`src/rtl/store_narrow_unit.sv`:
```
// Narrow store unit: turns SB/SH/SW pipeline stores into lane-replicated word writes with
// byte enables, a bounded ack wait, and error pulses. Define MISALIGN_TRAP_EN to trap misaligned stores.
module store_narrow_unit #(
  parameter int unsigned TIMEOUT_CYC = 16
) (
  input  logic        clk,
  input  logic        rst,
  input  logic        st_valid,
  output logic        st_ready,
  input  logic [31:0] st_addr,
  input  logic [31:0] st_data,
  input  logic [1:0]  st_size,
  output logic        mem_req,
  output logic [31:0] mem_addr,
  output logic [31:0] mem_wdata,
  output logic [3:0]  mem_be,
  input  logic        mem_ack,
  output logic        st_done,
  output logic        st_err,
  output logic [1:0]  err_code
);

  localparam logic [7:0] TimeoutLast = 8'(TIMEOUT_CYC - 1);

  typedef enum logic [1:0] {StIdle, StReq, StFin, StErr} state_e;

  state_e      state_q, state_d;
  logic [7:0]  cnt_q, cnt_d;
  logic [1:0]  err_q, err_d;
  logic [31:0] addr_q, addr_d;
  logic [31:0] wdata_q, wdata_d;
  logic [3:0]  be_q, be_d;

  logic [1:0]  bad_code;
  logic [31:0] lane_wdata;
  logic [3:0]  lane_be;

  // Classify the incoming request; nonzero means it goes straight to ERR.
  always_comb begin
    bad_code = 2'b00;
    if (st_size == 2'b11) begin
      bad_code = 2'b11;
    end
`ifdef MISALIGN_TRAP_EN
    else if ((st_size == 2'b01 && st_addr[0]) || (st_size == 2'b10 && st_addr[1:0] != 2'b00)) begin
      bad_code = 2'b01;
    end
`endif
  end

  always_comb begin
    lane_wdata = st_data;
    lane_be    = 4'b1111;
    case (st_size)
      2'b00: begin
        lane_wdata = {4{st_data[7:0]}};
        lane_be    = 4'b0001 << st_addr[1:0];
      end
      2'b01: begin
        lane_wdata = {2{st_data[15:0]}};
        lane_be    = st_addr[1] ? 4'b1100 : 4'b0011;
      end
      default: ;
    endcase
  end

  always_comb begin
    state_d = state_q;
    cnt_d   = cnt_q;
    err_d   = err_q;
    addr_d  = addr_q;
    wdata_d = wdata_q;
    be_d    = be_q;
    unique case (state_q)
      StIdle: begin
        if (st_valid) begin
          if (bad_code != 2'b00) begin
            state_d = StErr;
            err_d   = bad_code;
          end else begin
            state_d = StReq;
            cnt_d   = 8'd0;
            addr_d  = {st_addr[31:2], 2'b00};
            wdata_d = lane_wdata;
            be_d    = lane_be;
          end
        end
      end
      StReq: begin
        // Ack beats the timeout when both land on the same edge.
        if (mem_ack) begin
          state_d = StFin;
        end else if (cnt_q == TimeoutLast) begin
          state_d = StErr;
          err_d   = 2'b10;
        end else begin
          cnt_d = cnt_q + 8'd1;
        end
      end
      StFin:   state_d = StIdle;
      StErr:   state_d = StIdle;
      default: state_d = StIdle;
    endcase
  end

  always_ff @(posedge clk or posedge rst) begin
    if (rst) begin
      state_q <= StIdle;
      cnt_q   <= 8'd0;
      err_q   <= 2'b00;
      addr_q  <= 32'd0;
      wdata_q <= 32'd0;
      be_q    <= 4'd0;
    end else begin
      state_q <= state_d;
      cnt_q   <= cnt_d;
      err_q   <= err_d;
      addr_q  <= addr_d;
      wdata_q <= wdata_d;
      be_q    <= be_d;
    end
  end

  assign st_ready  = (state_q == StIdle);
  assign mem_req   = (state_q == StReq);
  assign st_done   = (state_q == StFin);
  assign st_err    = (state_q == StErr);
  assign err_code  = st_err ? err_q : 2'b00;
  assign mem_addr  = addr_q;
  assign mem_wdata = wdata_q;
  assign mem_be    = be_q;

endmodule

```
`config.mk`:
```
export PLATFORM = sky130hd
export DESIGN_NAME = store_narrow_unit
export DESIGN_NICKNAME = d
export VERILOG_FILES = /design/src/rtl/store_narrow_unit.sv
export SDC_FILE = /design/constraint.sdc
export NUM_CORES = 1
export LEC_CHECK = 0
export BUFFER_PORTS_ARGS = -buffer_cell sky130_fd_sc_hd__buf_4
export CAP_MARGIN = 40
export CORE_UTILIZATION = 48
export DETAILED_ROUTE_END_ITERATION = 6
export PLACE_DENSITY = 0.8
export SYNTH_ARGS = -nofsm -noshare
export SYNTH_HDL_FRONTEND = slang
export SYNTH_SLANG_ARGS = --single-unit
```
`constraint.sdc`:
```
create_clock -name clk -period 3.58 [get_ports clk]
set_input_delay 0.716 -clock clk [delete_from_list [all_inputs] [get_ports clk]]
set_output_delay 0.716 -clock clk [all_outputs]
set_load 0.02 [all_outputs]
```
==> results of run 1 <==
-- state kept, by name, summed over array words and instances (netlist names) --
register and flops:
mem_addr 30, err_q 2, cnt_q 8, mem_wdata 32, mem_be 4, state_q 2
-- path summary, 6_finish.rpt --
kind / depth (start not counted) / end / slack (ps) / from
min in group clk: 1 / err_q[1] / 480 / err_q[1]
max in group asynchronous: 3 / cnt_q[3] / 2530 / rst
max: 2 / err_code[0] / 1500 / state_q[1]
min: 2 / mem_addr[20] / 340 / rst
min reg2reg: 1 / err_q[1] / 480 / err_q[1]
max reg2reg: 4 / cnt_q[2] / 1690 / cnt_q[4]
-- per-layer routing --
layer	GRT usage, %	vias up	routed length (µm)
li1	-	1308	-
met1	25.56	1285	3146
met2	37.01	96	4055
met3	7.810	9	633
met4	8.030	0	104
met5	0	-	0
-- through the flow --
stage          area, µm²  hold WS (ps)  std cells  util [%]
2_1_floorplan       3455         435.7        300         -
3_3_place_gp        4566         455.1        521     66.47
3_5_place_dp        4566         465.4        521     66.47
4_1_cts             4745         336.7        537     69.07
5_1_grt             4745         352.9        537     69.07
6_report            4745         342.3        537     69.07
-- synthesized netlist by cell type (2+ instances only) --
master,number
a31oi_1,2
nand3_1,4
nand2_1,32
mux2i_1,25
buf_4,2
clkbuf_1,7
a22o_2,2
a21oi_1,12
o21ai_0,28
a211o_1,2
nor2b_1,3
inv_1,5
a211oi_1,2
buf_2,7
and3_1,2
dfrtp_1,78
xnor2_1,2
nor2_1,21
buf_1,3
nand4_1,2
mux2_2,39
-- kinds of logic after synthesis --
family	Yosys count	share of synthesized area [%]
flops	78	56.56
simple gates	71	9.065
mux	64	19.98
compound gates	57	10.01
buf+inv	25	3.408
xor+xnor	2	0.5077
fa+ha+maj	1	0.3625
other cells	1	0.1087
-- layout make-up --
| cell class | instances | area [µm²] | share of cell area [%] |
|---|---|---|---|
| Clock buffer | 9 | 123.9 | 2.611 |
| Clock inverter | 7 | 55.05 | 1.160 |
| Inverter | 5 | 20.02 | 0.4219 |
| Multi-Input combinational cell | 197 | 1385 | 29.19 |
| Sequential cell | 78 | 1952 | 41.14 |
| Tap cell | 96 | 120.1 | 2.532 |
| Timing Repair Buffer | 145 | 1089 | 22.94 |
-- critical path, cell delays in order, from the launching register on --
cell,delay (ps)
dfrtp_1,640
and3_1,250
buf_4,140
-- power groups by stage --
stage	clock (mW)	sequential, mW	combinational, mW
2_1_floorplan	0	1.95	0.643
3_3_place_gp	0	1.52	1.84
3_5_place_dp	0	1.54	1.88
4_1_cts	0.633	1.52	1.89
5_1_grt	0.666	1.57	2.00
6_report	0.617	1.52	1.86
==> impl_results.md, run 1 <==
- Final min period: 2083 ps
- Post-Synthesis Cells: 299
- Setup WS pre-CTS: 1323 ps
- Crit path launch type: flop
- Placer Congestion: 0.8052
- Worst EP required: 2860 ps
- Drt drc: 0
- Setup CP Type: reg -> out
- CP endpoint kind: primary output
- Clk pwr share: 15.4%
- Skew-Pair Late Insertion Delay: 350 ps
- ANT nets after route: 0
- Largest net degree at the start of global routing: 50
- Setup_tns: 0 ps
- Total grt overflow: 0
- Via density: 5.024
- Fill cells: 531
- Ys Warns: 0
- Global-route wire length before repair: 12.61 mm
- Antenna Diode Count: 0
- WL final: 7.940 mm
- Final setup fails: 0
- H-tree lvl count: 3
- Internal Power: 2.416 mW
- P_sw: 1.586 mW
- Sequential share of power: 38.0%
- PnR worst setup slack: 1497 ps
- Most frequent cells in the layout: buf_4, dfrtp_1, mux2_2, nand2_1, o21ai_0
- Post-CTS Setup Bufs: 0
- Final period util: 58.18%
- FP Rows: 30
- Mean Syn Cell Area: 11.54 µm²
- Pwr Total: 4.002 mW
- PD cells: 843.5 mW/mm²
- Top Ports: 144
- Vias in the first global route: 2684
- Fmax: 0.4801 GHz
- Combinational power share: 46.6%
- Hold WC Path Type: in -> async
- Final Max Slew Viols: 0
- All-Layer GR Usage: 21.88%
- Port Buffers: 141
- VDD IR-drop max: 0.5159 mV
- Post-Syn Area: 0.003451 mm²
- Area Growth Syn to Fin: 37.49%
- Clock transition at path regs: 90 ps
- Top FF cell, synth: dfrtp_1
- Slew HR: 40.39%
- Final nets: 507
- Detailed Place HPWL: 5.748 mm
- Clock sinks: 78
- CTS tree: built
- Ranking of synthesized cells by area: dfrtp_1, mux2_2, mux2i_1
- Sw Share: 39.64%
- Die Area: 0.007533 mm²
- Synth cell types: 40
- WL/cell: 14.79 µm
- Root Buffer: clkbuf_8
- Die Width: 86.79 µm
- Drt initial violations: 101
- Num CTS Buffers: 9
- Sequential area share after synthesis: 56.56%
- Core area: 0.006869 mm²
- FF+latch count, synth: 78
- CTS hold repair buffers: 0
- Endpoints failing hold: 0
- Via Count: 2698
- Ys async rst share: 100.0%
- Drt pass-1 iters: 4
- Clock tree buffer depth: 2
- Yosys top cell area share: 56.56%
- Status: complete, no violations
- CP max FO: 17
- Die H: 86.79 µm
- Worst slew pin tran: 890.9 ps
- Layout cells sized above 1: 46.71%
- Leading cell type in the layout, fill and taps excluded: buf_4
- Clock skew: 12.93 ps
- EDFF count, synth: 0
- P_leak: 2.342 nW
- Initial antenna violation count: 0
- CP Data Arrival Time: 1370 ps
- Dominant cell type by area after synthesis: dfrtp_1
- Starting density of the core: 50.24%
- Unrepaired setup endpoints after global routing: false
- Max-cap violations: 0
- Post-cts resize count: 0
(Power assumes the default switching activity.)
==> run 2: changes to the inputs <==
==> constraint.sdc (replaced) <==
create_clock -name clk -period 2.1 [get_ports clk]
set_input_delay 0.42 -clock clk [delete_from_list [all_inputs] [get_ports clk]]
set_output_delay 0.42 -clock clk [all_outputs]
set_load 0.02 [all_outputs]
==> run 2 against run 1 <==
Effect of this change:
- die area unchanged
- critical endpoint is now cnt_q[2]
- setup slack got worse by 1300 ps
- first-iteration DRC count rose by 28%
- utilization up 1.0 points
- sequential power grew 68%
- via count increased by 1.6%
- clock-buffer cell count grew 2
- sequential share of layout area down 0.59 points
- routed wire length decreased by 1.5%
- worst hold slack lost 160 ps
- largest power group unchanged
==> impl_results.md, run 2 (synthesized netlist as in run 1, its figures left out) <==
- CP max FO: 11
- CTS hold repair buffers: 0
- Via density: 5.083
- Slowest-stage cell, CP: dfrtp_1
- Worst R2R Path Depth: 4
- Port Buffers: 141
- Util after Layout: 70.07%
- Vias in the first global route: 2690
- Setup_tns: 0 ps
- Starting density of the core: 50.24%
- PD cells: 1447 mW/mm²
- Via Count: 2740
- Die H: 86.79 µm
- CP endpoint kind: flop
- Critical Path, Cell by Cell: or3_1, o31a_1, and3b_2, a221o_2
- ANT nets after route: 0
- M1 GR Usage: 25.84%
- Crit path largest cell delay: 440 ps
- WL final: 7.823 mm
- Reg-to-reg startpoint: cnt_q[4]
- Fmax: 0.5321 GHz
- GRT met2 Usage: 34.50%
- Post-CTS Setup Bufs: 0
- VDD IR-drop max: 0.7663 mV
- FP Rows: 30
- Final Max Slew Viols: 0
- Setup CP Type: reg -> reg
- Crit path launch type: flop
- CTS tree: built
- Layout cells sized above 1: 46.73%
- Met3 usage: 7.905%
- Final period util: 89.49%
- P_leak: 2.368 nW
- GR peak layer: met2
- Final setup fails: 0
- Largest register FFs: 32
- Endpoints failing hold: 0
- All-Layer GR Usage: 21.41%
- Unrepaired setup endpoints after global routing: false
- Clock sinks: 78
- Post-cts resize count: 0
- Area Growth Syn to Fin: 39.49%
- Drt pass-1 iters: 4
- CP Data Arrival Time: 2110 ps
- Die Area: 0.007533 mm²
- Most frequent cells in the layout: buf_4, dfrtp_1, mux2_2, nand2_1, o21ai_0
- Total grt overflow: 0
- Clock transition at path regs: 80 ps
- Skew-Pair Late Insertion Delay: 350 ps
- Detailed Place HPWL: 5.538 mm
- Initial antenna violation count: 0
- Global-route wire length before repair: 12.23 mm
- Drt initial violations: 129
- Die Width: 86.79 µm
- Pwr Total: 6.966 mW
- Leading cell type in the layout, fill and taps excluded: buf_4
- Final nets: 509
- Worst EP required: 2330 ps
- Crit Reg-Reg Endpoint: cnt_q[2]
- Hold WC Path Type: in -> async
- Top Ports: 144
- Root Buffer: clkbuf_8
- Placer Congestion: 0.8454
- Largest net degree at the start of global routing: 95
- WL/cell: 14.51 µm
- Antenna Diode Count: 0
- Clock tree buffer depth: 2
- Clock skew: 13.60 ps
- H-tree lvl count: 3
- Status: complete, no violations
- Core area: 0.006869 mm²
- Num CTS Buffers: 9
- Final min period: 1879 ps
- Drt drc: 0
- Worst reg2reg setup slack: 220 ps
- Max-cap violations: 0
==> run 2: changes by cell type in the layout (fill, tap and decap cells not counted), sizes merged <==
cell,before,now
clkbuf,9,11
clkinv,3,0
clkinvlp,1,2
bufinv,0,1
buf,145,147
inv,8,7
==> run 2: through the flow <==
stage          hold WS, ps  area, µm²  std cells  worst slack (ps)
2_1_floorplan        435.7       3458        300             388.6
3_3_place_gp         456.0       4608        523             270.2
3_5_place_dp         462.4       4608        523             224.5
4_1_cts              194.5       4813        539             223.1
5_1_grt              214.4       4813        539             161.1
6_report             180.0       4813        539             220.7
==> run 2: cell type report <==
cell class | instances | area, µm²
clock buffers | 11 | 141.4
inverters | 5 | 22.52
flip-flops and latches | 78 | 1952
fillers | 515 | 2056
multi-input cells | 197 | 1385
clock inverters | 5 | 63.81
well taps | 96 | 120.1
repair buffers | 147 | 1129
==> run 2: layer usage <==
layer	up-vias	share of wire (%)
met4	0	1.6
met3	13	7.8
met2	99	49
met1	1307	42
met5	-	0
li1	1321	-
==> run 2: worst max-delay path by stage <==
| stage | end | cells after the start | startpoint |
|---|---|---|---|
| finish | cnt_q[2] | 4 | cnt_q[4] |
| global route | cnt_q[2] | 4 | cnt_q[4] |
| CTS | cnt_q[2] | 4 | cnt_q[4] |
| detailed placement | cnt_q[2] | 4 | cnt_q[4] |
| global placement | cnt_q[2] | 4 | cnt_q[4] |
| floorplan | cnt_q[7] | 5 | cnt_q[4] |
==> run 2: critical path: cells and delay by family, from the launching register on <==
| family | cells | cell delay, ps |
|---|---|---|
| flip-flops | 1 | 440 |
| AO/OA/AOI/OAI | 2 | 670 |
| AND/OR/NAND/NOR | 2 | 660 |
==> run 2: power by group <==
| group | total [mW] | internal, mW | switching, mW |
|---|---|---|---|
| Sequential | 2.56 | 2.18 | 0.374 |
| Clock | 1.16 | 0.595 | 0.566 |
| Combinational | 3.25 | 1.51 | 1.73 |
| Total | 6.97 | 4.29 | 2.67 |
==> run 3: changes to the inputs <==
--- a/config.mk
+++ b/config.mk
@@ -7,9 +7,8 @@
 export LEC_CHECK = 0
 export BUFFER_PORTS_ARGS = -buffer_cell sky130_fd_sc_hd__buf_4
 export CAP_MARGIN = 40
-export CORE_UTILIZATION = 48
+export CORE_UTILIZATION = 30
 export DETAILED_ROUTE_END_ITERATION = 6
-export PLACE_DENSITY = 0.8
 export SYNTH_ARGS = -nofsm -noshare
 export SYNTH_HDL_FRONTEND = slang
 export SYNTH_SLANG_ARGS = --single-unit
==> run 3 against run 2 <==
Effect of this change:
- non-clock buffer count increased by 1
- cell area up 3.3%
- critical endpoint unchanged
- combinational power about the same
- sequential share of layout area is 1.3 points lower
- power up 6.3%
- clock-buffer cell count increased by 2
- worst hold slack better by 17 ps
- global-route usage is 5.8 points lower
==> impl_results.md, run 3 (synthesized netlist as in run 1, its figures left out) <==
- Critical path launch point: cnt_q[4]
- Top Ports: 144
- CP Data Arrival Time: 2100 ps
- Max-cap violations: 0
- Setup CP Type: reg -> reg
- Uppermost layer routed: met4
- Status: complete, no violations
- WL/cell: 15.27 µm
- Final period util: 89.92%
- Pwr Total: 7.402 mW
- Crit path launch type: flop
- Via density: 4.692
- Total grt overflow: 0
- Final nets: 510
- Post-cts resize count: 0
- Worst EP required: 2310 ps
- Layout cells sized above 1: 46.62%
- Initial antenna violation count: 0
- Endpoints failing hold: 0
- Worst reg2reg setup slack: 210 ps
- Critical path capture point: cnt_q[2]
- Crit Reg-Reg Endpoint: cnt_q[2]
- Antenna Diode Count: 0
- Global-route wire length before repair: 13.97 mm
- Largest net degree at the start of global routing: 79
- Setup_tns: 0 ps
- H-tree lvl count: 3
- M1 WL: 4.045 mm
- Reg-to-reg startpoint: cnt_q[4]
- Final min period: 1888 ps
- Leading cell type in the layout, fill and taps excluded: buf_4
- Root Buffer: clkbuf_16
- Clock sinks: 78
- Starting density of the core: 31.28%
- CP endpoint kind: flop
- Area Growth Syn to Fin: 44.13%
- Via Count: 2740
- Fmax: 0.5296 GHz
- Die Area: 0.01194 mm²
- All-Layer GR Usage: 15.58%
- Placer Congestion: 0.8174
- Unrepaired setup endpoints after global routing: false
- Vias in the first global route: 2789
- VDD IR-drop max: 0.7401 mV
- WL final: 8.918 mm
- Hold WC Path Type: in -> async
- Final Hold Slack: 196.8 ps
- Largest register FFs: 32
- Clock transition at path regs: 60 ps
- P_leak: 2.418 nW
- CTS tree: built
- Met3 wire len: 572 µm
- DR WL met2: 4.205 mm
- CTS hold repair buffers: 0
- ANT nets after route: 0
- Final Max Slew Viols: 0
- Port Buffers: 141
- Drt pass-1 iters: 4
- Num CTS Buffers: 9
- Post-CTS Setup Bufs: 0
- Clock tree buffer depth: 2
- Drt initial violations: 65
- Worst slew pin tran: 535.6 ps
- FP Rows: 38
- Clock skew: 4.635 ps
- Design area: 0.004974 mm²
- Die H: 109.3 µm
- Drt drc: 0
- Core area: 0.01103 mm²
- Slew HR: 64.16%
- Most frequent cells in the layout: buf_4, dfrtp_1, mux2_2, nand2_1, o21ai_0
- Die Width: 109.3 µm
- Final setup fails: 0
- PD cells: 1488 mW/mm²
- Skew-Pair Late Insertion Delay: 330 ps
- Worst R2R Path Depth: 4
- CP max FO: 11
- Detailed Place HPWL: 6.403 mm
- Placed inst area: 0.004671 mm²
==> run 3: stage by stage <==
| step | std cells | setup slack, ps | util (%) |
|---|---|---|---|
| 2_1_floorplan | 300 | 388.6 | - |
| 3_3_place_gp | 568 | 257.7 | 42.34 |
| 3_5_place_dp | 568 | 212.6 | 42.34 |
| 4_1_cts | 584 | 213.3 | 45.09 |
| 5_1_grt | 584 | 147.2 | 45.09 |
| 6_report | 584 | 211.8 | 45.09 |
==> run 3: routing by layer <==
metal / GRT usage [%] / vias up
li1: - / 1320
met1: 21.05 / 1333
met2: 23.45 / 80
met3: 5.081 / 7
met4: 5.143 / 0
met5: 0 / -
==> run 3: final cells by class <==
class	instances	area [µm²]
Fill cell	1080	6057
Sequential cell	78	1952
Multi-Input combinational cell	197	1385
Timing Repair Buffer	148	1136
Clock buffer	13	260.3
Tap cell	140	175.2
Clock inverter	3	42.54
Inverter	5	22.52
==> run 3: critical path, stage by stage (launching register included) <==
cell and delay (ps):
dfrtp_1 430, or3_1 410, o31a_1 390, and3b_2 260
a221o_2 280
==> run 3: how the worst min path moves through the flow <==
| stage | start | to | slack (ps) | cells after the start |
|---|---|---|---|---|
| finish | rst | mem_addr[5] | 200 | 3 |
| floorplan | err_q[1] | err_q[1] | 440 | 1 |
| global placement | err_q[1] | err_q[1] | 450 | 1 |
| CTS | rst | err_q[1] | 230 | 3 |
| global route | rst | mem_addr[5] | 260 | 3 |
| detailed placement | err_q[1] | err_q[1] | 460 | 1 |
==> run 3: power breakdown <==
part / switching (mW) / internal [mW] / total (mW)
clock: 0.585 / 0.984 / 1.57
sequential: 0.402 / 2.19 / 2.59
combinational: 1.72 / 1.52 / 3.24
total: 2.71 / 4.69 / 7.40
